[config.mk]
export PLATFORM = sky130hd
export DESIGN_NAME = control_fsm
export DESIGN_NICKNAME = d
export VERILOG_FILES = /design/src/rtl/control_fsm.sv
export SDC_FILE = /design/constraint.sdc
export NUM_CORES = 1
export LEC_CHECK = 0
export CORE_ASPECT_RATIO = 0.8
export CORE_UTILIZATION = 48
export CTS_CLUSTER_DIAMETER = 150
export CTS_CLUSTER_SIZE = 8
export DETAILED_ROUTE_END_ITERATION = 8
export HOLD_SLACK_MARGIN = 0.12
export PLACE_DENSITY = 0.86
export SYNTH_ARGS = -nofsm -noshare
export SYNTH_HDL_FRONTEND = slang
export SYNTH_SLANG_ARGS = --single-unit
[constraint.sdc]
create_clock -name clk -period 5.4 [get_ports clk]
set_input_delay 0.54 -clock clk [delete_from_list [all_inputs] [get_ports clk]]
set_output_delay 0.54 -clock clk [all_outputs]
set_load 0.01 [all_outputs]
[src/rtl/control_fsm.sv]
// Multi-cycle RV32I control sequencer: fetch / execute / memory / writeback
// with memory handshakes, illegal-instruction detection and bus timeouts.
module control_fsm #(
  parameter int XLEN    = 32,
  parameter int TIMEOUT = 16
) (
  input  logic            clk,
  input  logic            rst_n,
  output logic            imem_req,
  input  logic            imem_ack,
  input  logic [31:0]     instr,
  output logic            dmem_req,
  output logic            dmem_we,
  input  logic            dmem_ack,
  output logic [1:0]      mem_access_width,
  output logic            mem_unsigned,
  output logic [XLEN-1:0] imm,
  output logic            alu_imm,
  output logic            alu_a_zero,
  output logic [2:0]      alu_funct3,
  output logic [6:0]      alu_funct7,
  output logic            rf_we,
  output logic            rf_wsel,
  output logic            pc_we,
  output logic            retired,
  output logic            halted,
  output logic [1:0]      halt_cause
);

  typedef enum logic [2:0] {
    S_FETCH,
    S_EXEC,
    S_MEM,
    S_WB,
    S_HALT
  } state_t;

  localparam logic [6:0] OP_IMM   = 7'b0010011;
  localparam logic [6:0] OP_REG   = 7'b0110011;
  localparam logic [6:0] OP_LOAD  = 7'b0000011;
  localparam logic [6:0] OP_STORE = 7'b0100011;
  localparam logic [6:0] OP_LUI   = 7'b0110111;

  localparam logic [1:0] CAUSE_ILLEGAL = 2'd1;
  localparam logic [1:0] CAUSE_IMEM    = 2'd2;
  localparam logic [1:0] CAUSE_DMEM    = 2'd3;

  localparam int CW = (TIMEOUT < 2) ? 1 : $clog2(TIMEOUT + 1);
  localparam logic [CW-1:0] LAST_CNT = CW'((TIMEOUT > 0) ? (TIMEOUT - 1) : 0);

  state_t        state, state_next;
  logic [31:0]   ir;
  logic [CW-1:0] cnt;
  logic [1:0]    cause_next;
  logic          timeout_hit;

  logic [31:0]   imm32;
  logic          is_load, is_store, illegal, force_add;

  // Instruction decode is purely combinational from IR so it is valid in every state.
  always_comb begin
    imm32      = 32'd0;
    alu_imm    = 1'b0;
    alu_a_zero = 1'b0;
    is_load    = 1'b0;
    is_store   = 1'b0;
    illegal    = 1'b0;
    force_add  = 1'b0;
    case (ir[6:0])
      OP_IMM: begin
        alu_imm = 1'b1;
        imm32   = {{20{ir[31]}}, ir[31:20]};
      end
      OP_REG: begin
        alu_imm = 1'b0;
      end
      OP_LOAD: begin
        alu_imm   = 1'b1;
        is_load   = 1'b1;
        force_add = 1'b1;
        imm32     = {{20{ir[31]}}, ir[31:20]};
        illegal   = (ir[14:12] == 3'd3) || (ir[14:12] == 3'd6) || (ir[14:12] == 3'd7);
      end
      OP_STORE: begin
        alu_imm   = 1'b1;
        is_store  = 1'b1;
        force_add = 1'b1;
        imm32     = {{20{ir[31]}}, ir[31:25], ir[11:7]};
        illegal   = (ir[14:12] > 3'd2);
      end
      OP_LUI: begin
        alu_imm    = 1'b1;
        alu_a_zero = 1'b1;
        force_add  = 1'b1;
        imm32      = {ir[31:12], 12'd0};
      end
      default: begin
        illegal = 1'b1;
      end
    endcase
  end

  assign imm              = XLEN'($signed(imm32));
  assign alu_funct3       = force_add ? 3'd0 : ir[14:12];
  assign alu_funct7       = force_add ? 7'd0 : ir[31:25];
  assign mem_access_width = ir[13:12];
  assign mem_unsigned     = ir[14];
  assign rf_wsel          = is_load;

  // The wait counter reaching TIMEOUT-1 means this is the last permitted request cycle.
  assign timeout_hit = (TIMEOUT != 0) && (cnt == LAST_CNT);

  always_ff @(posedge clk or negedge rst_n) begin
    if (!rst_n) begin
      state      <= S_FETCH;
      ir         <= 32'h0000_0013;
      cnt        <= '0;
      halt_cause <= 2'd0;
    end else begin
      state <= state_next;
      if (state == S_FETCH && imem_ack)
        ir <= instr;
      if (state_next != state)
        cnt <= '0;
      else if ((state == S_FETCH && !imem_ack) || (state == S_MEM && !dmem_ack))
        cnt <= cnt + CW'(1);
      if (state_next == S_HALT && state != S_HALT)
        halt_cause <= cause_next;
    end
  end

  always_comb begin
    state_next = state;
    cause_next = 2'd0;
    case (state)
      S_FETCH: begin
        if (imem_ack) begin
          state_next = S_EXEC;
        end else if (timeout_hit) begin
          state_next = S_HALT;
          cause_next = CAUSE_IMEM;
        end
      end
      S_EXEC: begin
        if (illegal) begin
          state_next = S_HALT;
          cause_next = CAUSE_ILLEGAL;
        end else if (is_load || is_store) begin
          state_next = S_MEM;
        end else begin
          state_next = S_WB;
        end
      end
      S_MEM: begin
        if (dmem_ack) begin
          state_next = is_load ? S_WB : S_FETCH;
        end else if (timeout_hit) begin
          state_next = S_HALT;
          cause_next = CAUSE_DMEM;
        end
      end
      S_WB:    state_next = S_FETCH;
      S_HALT:  state_next = S_HALT;
      default: state_next = S_HALT;
    endcase
  end

  // Requests are gated by rst_n so an in-flight handshake drops the moment reset asserts.
  always_comb begin
    imem_req = rst_n && (state == S_FETCH);
    dmem_req = rst_n && (state == S_MEM);
    dmem_we  = (state == S_MEM) && is_store;
    rf_we    = (state == S_WB);
    pc_we    = (state == S_WB) || (state == S_MEM && dmem_ack && is_store);
    retired  = pc_we;
    halted   = (state == S_HALT);
  end

endmodule

==> impl_metrics.env <==
export IMPL_synth_common_cells="dfrtp_1, mux2_2, a21o_1, and2_1, nor2_1"
export IMPL_critPathRequiredTime_ps=4860
export IMPL_pin_count=93
export IMPL_powerDensity_nw_per_um2=206
export IMPL_die_h_um=67.0
export IMPL_cts_resized=0
export IMPL_synth_area_sq_um=2530
export IMPL_final_cells=367
export IMPL_synth_cells=221
export IMPL_ir_worst_vdd_v=0.000154
export IMPL_die_area_sq_um=5570
export IMPL_drt_total_wl_um=5990
export IMPL_cp_slowest_cell="and2_1"
export IMPL_maxSlewHeadroom=0.357
export IMPL_leakagePower_nw=1.62
export IMPL_slowest_delay_ps=690
export IMPL_max_cap_violations=0
export IMPL_wl_per_cell_um=16.3
export IMPL_n_antenna_cell=0
export IMPL_ys_top_cells_by_area="dfrtp_1, mux2_2, a21o_1, mux2_4, and2_1"
export IMPL_synth_seq_cells=42
export IMPL_worstMarginPinSlew_ps=965
export IMPL_slew_viol_final=0
export IMPL_hpwl_um=4300
export IMPL_synth_fp_nets=259
export IMPL_regArea_sq_um=1050
export IMPL_syn_avg_cell_area_sq_um=11.5
export IMPL_rsz0062_at_grt="no"
export IMPL_grt_pass1_vias=1964
export IMPL_regToRegSetupSlack_ps=3360
export IMPL_critPathKind="flop to output pin"
export IMPL_dp_cells=359
export IMPL_num_fill_cells=371
export IMPL_drive_above_1_share=0.200
export IMPL_setup_worst_path_end_class="output pin"
export IMPL_fin_setup_tns_ps=0
export IMPL_cts_htree_levels=2
export IMPL_post_cts_buffers=0
export IMPL_min_period_ps=3390
export IMPL_setup_viol=0
export IMPL_io_buffers=92
export IMPL_synth_largest_area_cell="dfrtp_1"
export IMPL_first_iter_violations=83
export IMPL_async_flop_share=1.00
export IMPL_clk_latency_ps=300
export IMPL_hold_violations=0
export IMPL_fin_skew_ps=4.82
export IMPL_antenna_found_initial=0
export IMPL_cp_max_fo=20
export IMPL_final_antenna_net_count=0
export IMPL_hold_class="input pin to async pin"
export IMPL_cts_buffer_depth=2
export IMPL_core_sq_um=5040
export IMPL_nets=342
export IMPL_status="finished, final reports clean"
export IMPL_drt_first_pass_iters=4
export IMPL_cts_tree="built"
export IMPL_synth_warnings=0
export IMPL_cts_root_buf="clkbuf_8"
export IMPL_reg2reg_depth=7
export IMPL_chipWidth_um=83.2
export IMPL_grt_overflow=0
export IMPL_startpoint_type="flop"
export IMPL_grt_max_degree=45
export IMPL_grt_util_all_layers=0.225
export IMPL_synth_top_area_share=0.386
export IMPL_crit_arrival_ps=2850
export IMPL_yosysSeqAreaShare=0.417
export IMPL_start_util=0.503
export IMPL_fp_row_count=23
export IMPL_grt_pass1_wl_um=9750
export IMPL_synth_edf_count=0
export IMPL_vias=1992
export IMPL_reg2reg_to="cnt[4]"
export IMPL_fin_crit_sh=0.629
export IMPL_cts_buffers=5
export IMPL_worst_slack_ps=2010
export IMPL_yosysMostFrequentCell="dfrtp_1"
export IMPL_clk_pin_slew_ps=80
export IMPL_area_growth_pct=39.1
export IMPL_ctsHoldBuffers=0
export IMPL_synthDistinctLibCells=48
export IMPL_fmax_mhz=295
export IMPL_cp_cell_sequence="nand4bb_1 -> a211oi_2 -> and2_1 -> a21o_1 -> clkdlybuf4s50_1"
export IMPL_r2r_start="cnt[0]"
export IMPL_gp_congestion=0.758
export IMPL_synth_main_ff_cell="dfrtp_1"
export IMPL_vias_per_cell=5.43
export IMPL_multi_input_area_sq_um=1300
export IMPL_cts_sinks=42
export IMPL_pre_cts_ws_ps=2350
export IMPL_drc=0
-- metal layers --
layer / vias to the layer above / routed length (um) / track usage
met4: 0 / 42 / 0.0711
li1: 944 / - / -
met3: 5 / 394 / 0.0607
met1: 969 / 2790 / 0.293
met5: - / 0 / 0
met2: 74 / 2760 / 0.369
-- kinds of logic after synthesis --
kind of cell    count (synthesis)  share of synthesized area
simple gates                   72                      0.191
compound gates                 46                      0.138
buf+inv                        22                     0.0702
flops                          42                      0.417
xor+xnor                        3                     0.0104
fa+ha+maj                       2                    0.00988
mux                            34                      0.164
-- critical path, delay by kind of cell, from the launching register on --
kind,cells,cell delay [ps]
DFF,1,540
and+or+nand+nor,2,920
buffers and inverters,1,550
AOI/OAI and AO/OA,2,540
-- state kept, by name, indices dropped and copies added (netlist names) --
name	flops
ir	32
state	3
halt_cause	2
cnt	5
-- through the flow --
stage	util	total power [mW]	instance area, sq um	hold WS, ps
5_1_grt	0.699	0.750	3520	470
3_5_place_dp	0.671	0.425	3380	497
3_3_place_gp	0.671	0.422	3380	490
4_1_cts	0.699	0.731	3520	417
2_1_floorplan	-	0.374	2530	244
6_report	0.699	0.725	3520	396
-- worst max-delay path by stage --
stage / cells past startpoint / to / start
final: 5 / imm[25] / ir[1]
after global routing: 5 / imm[25] / ir[1]
after CTS: 5 / imm[25] / ir[1]
after detailed placement: 5 / imm[25] / ir[1]
after global placement: 5 / imm[12] / ir[1]
after floorplan: 5 / imm[12] / ir[1]
-- where the power goes --
part / leakage [nW] / total, mW / switching [mW] / internal, mW
sequential: 0.540 / 0.341 / 0.0134 / 0.327
clock: 0.0714 / 0.306 / 0.109 / 0.197
combinational: 1.01 / 0.0777 / 0.0268 / 0.0509
total: 1.62 / 0.725 / 0.149 / 0.575
-- cell type report --
cell class,instances,share of cell area
Clock buffer,6,0.0235
Clock inverter,2,0.0171
Inverter,4,0.00427
Multi-Input combinational cell,157,0.369
Sequential cell,42,0.300
Tap cell,62,0.0220
Timing Repair Buffer,94,0.264
-- cells in the final DEF, fill, tap and decap left out, drive strengths merged, types with 4 or more instances in the layout --
cell type       n
and2           20
inv             4
nor2           15
mux2           32
dfrtp          39
nand2           4
nor2b           6
clkbuf          6
and3            5
a21o           20
a21oi           9
nand3           5
clkdlybuf4s50  91
Power figures use the tool's default switching activity.
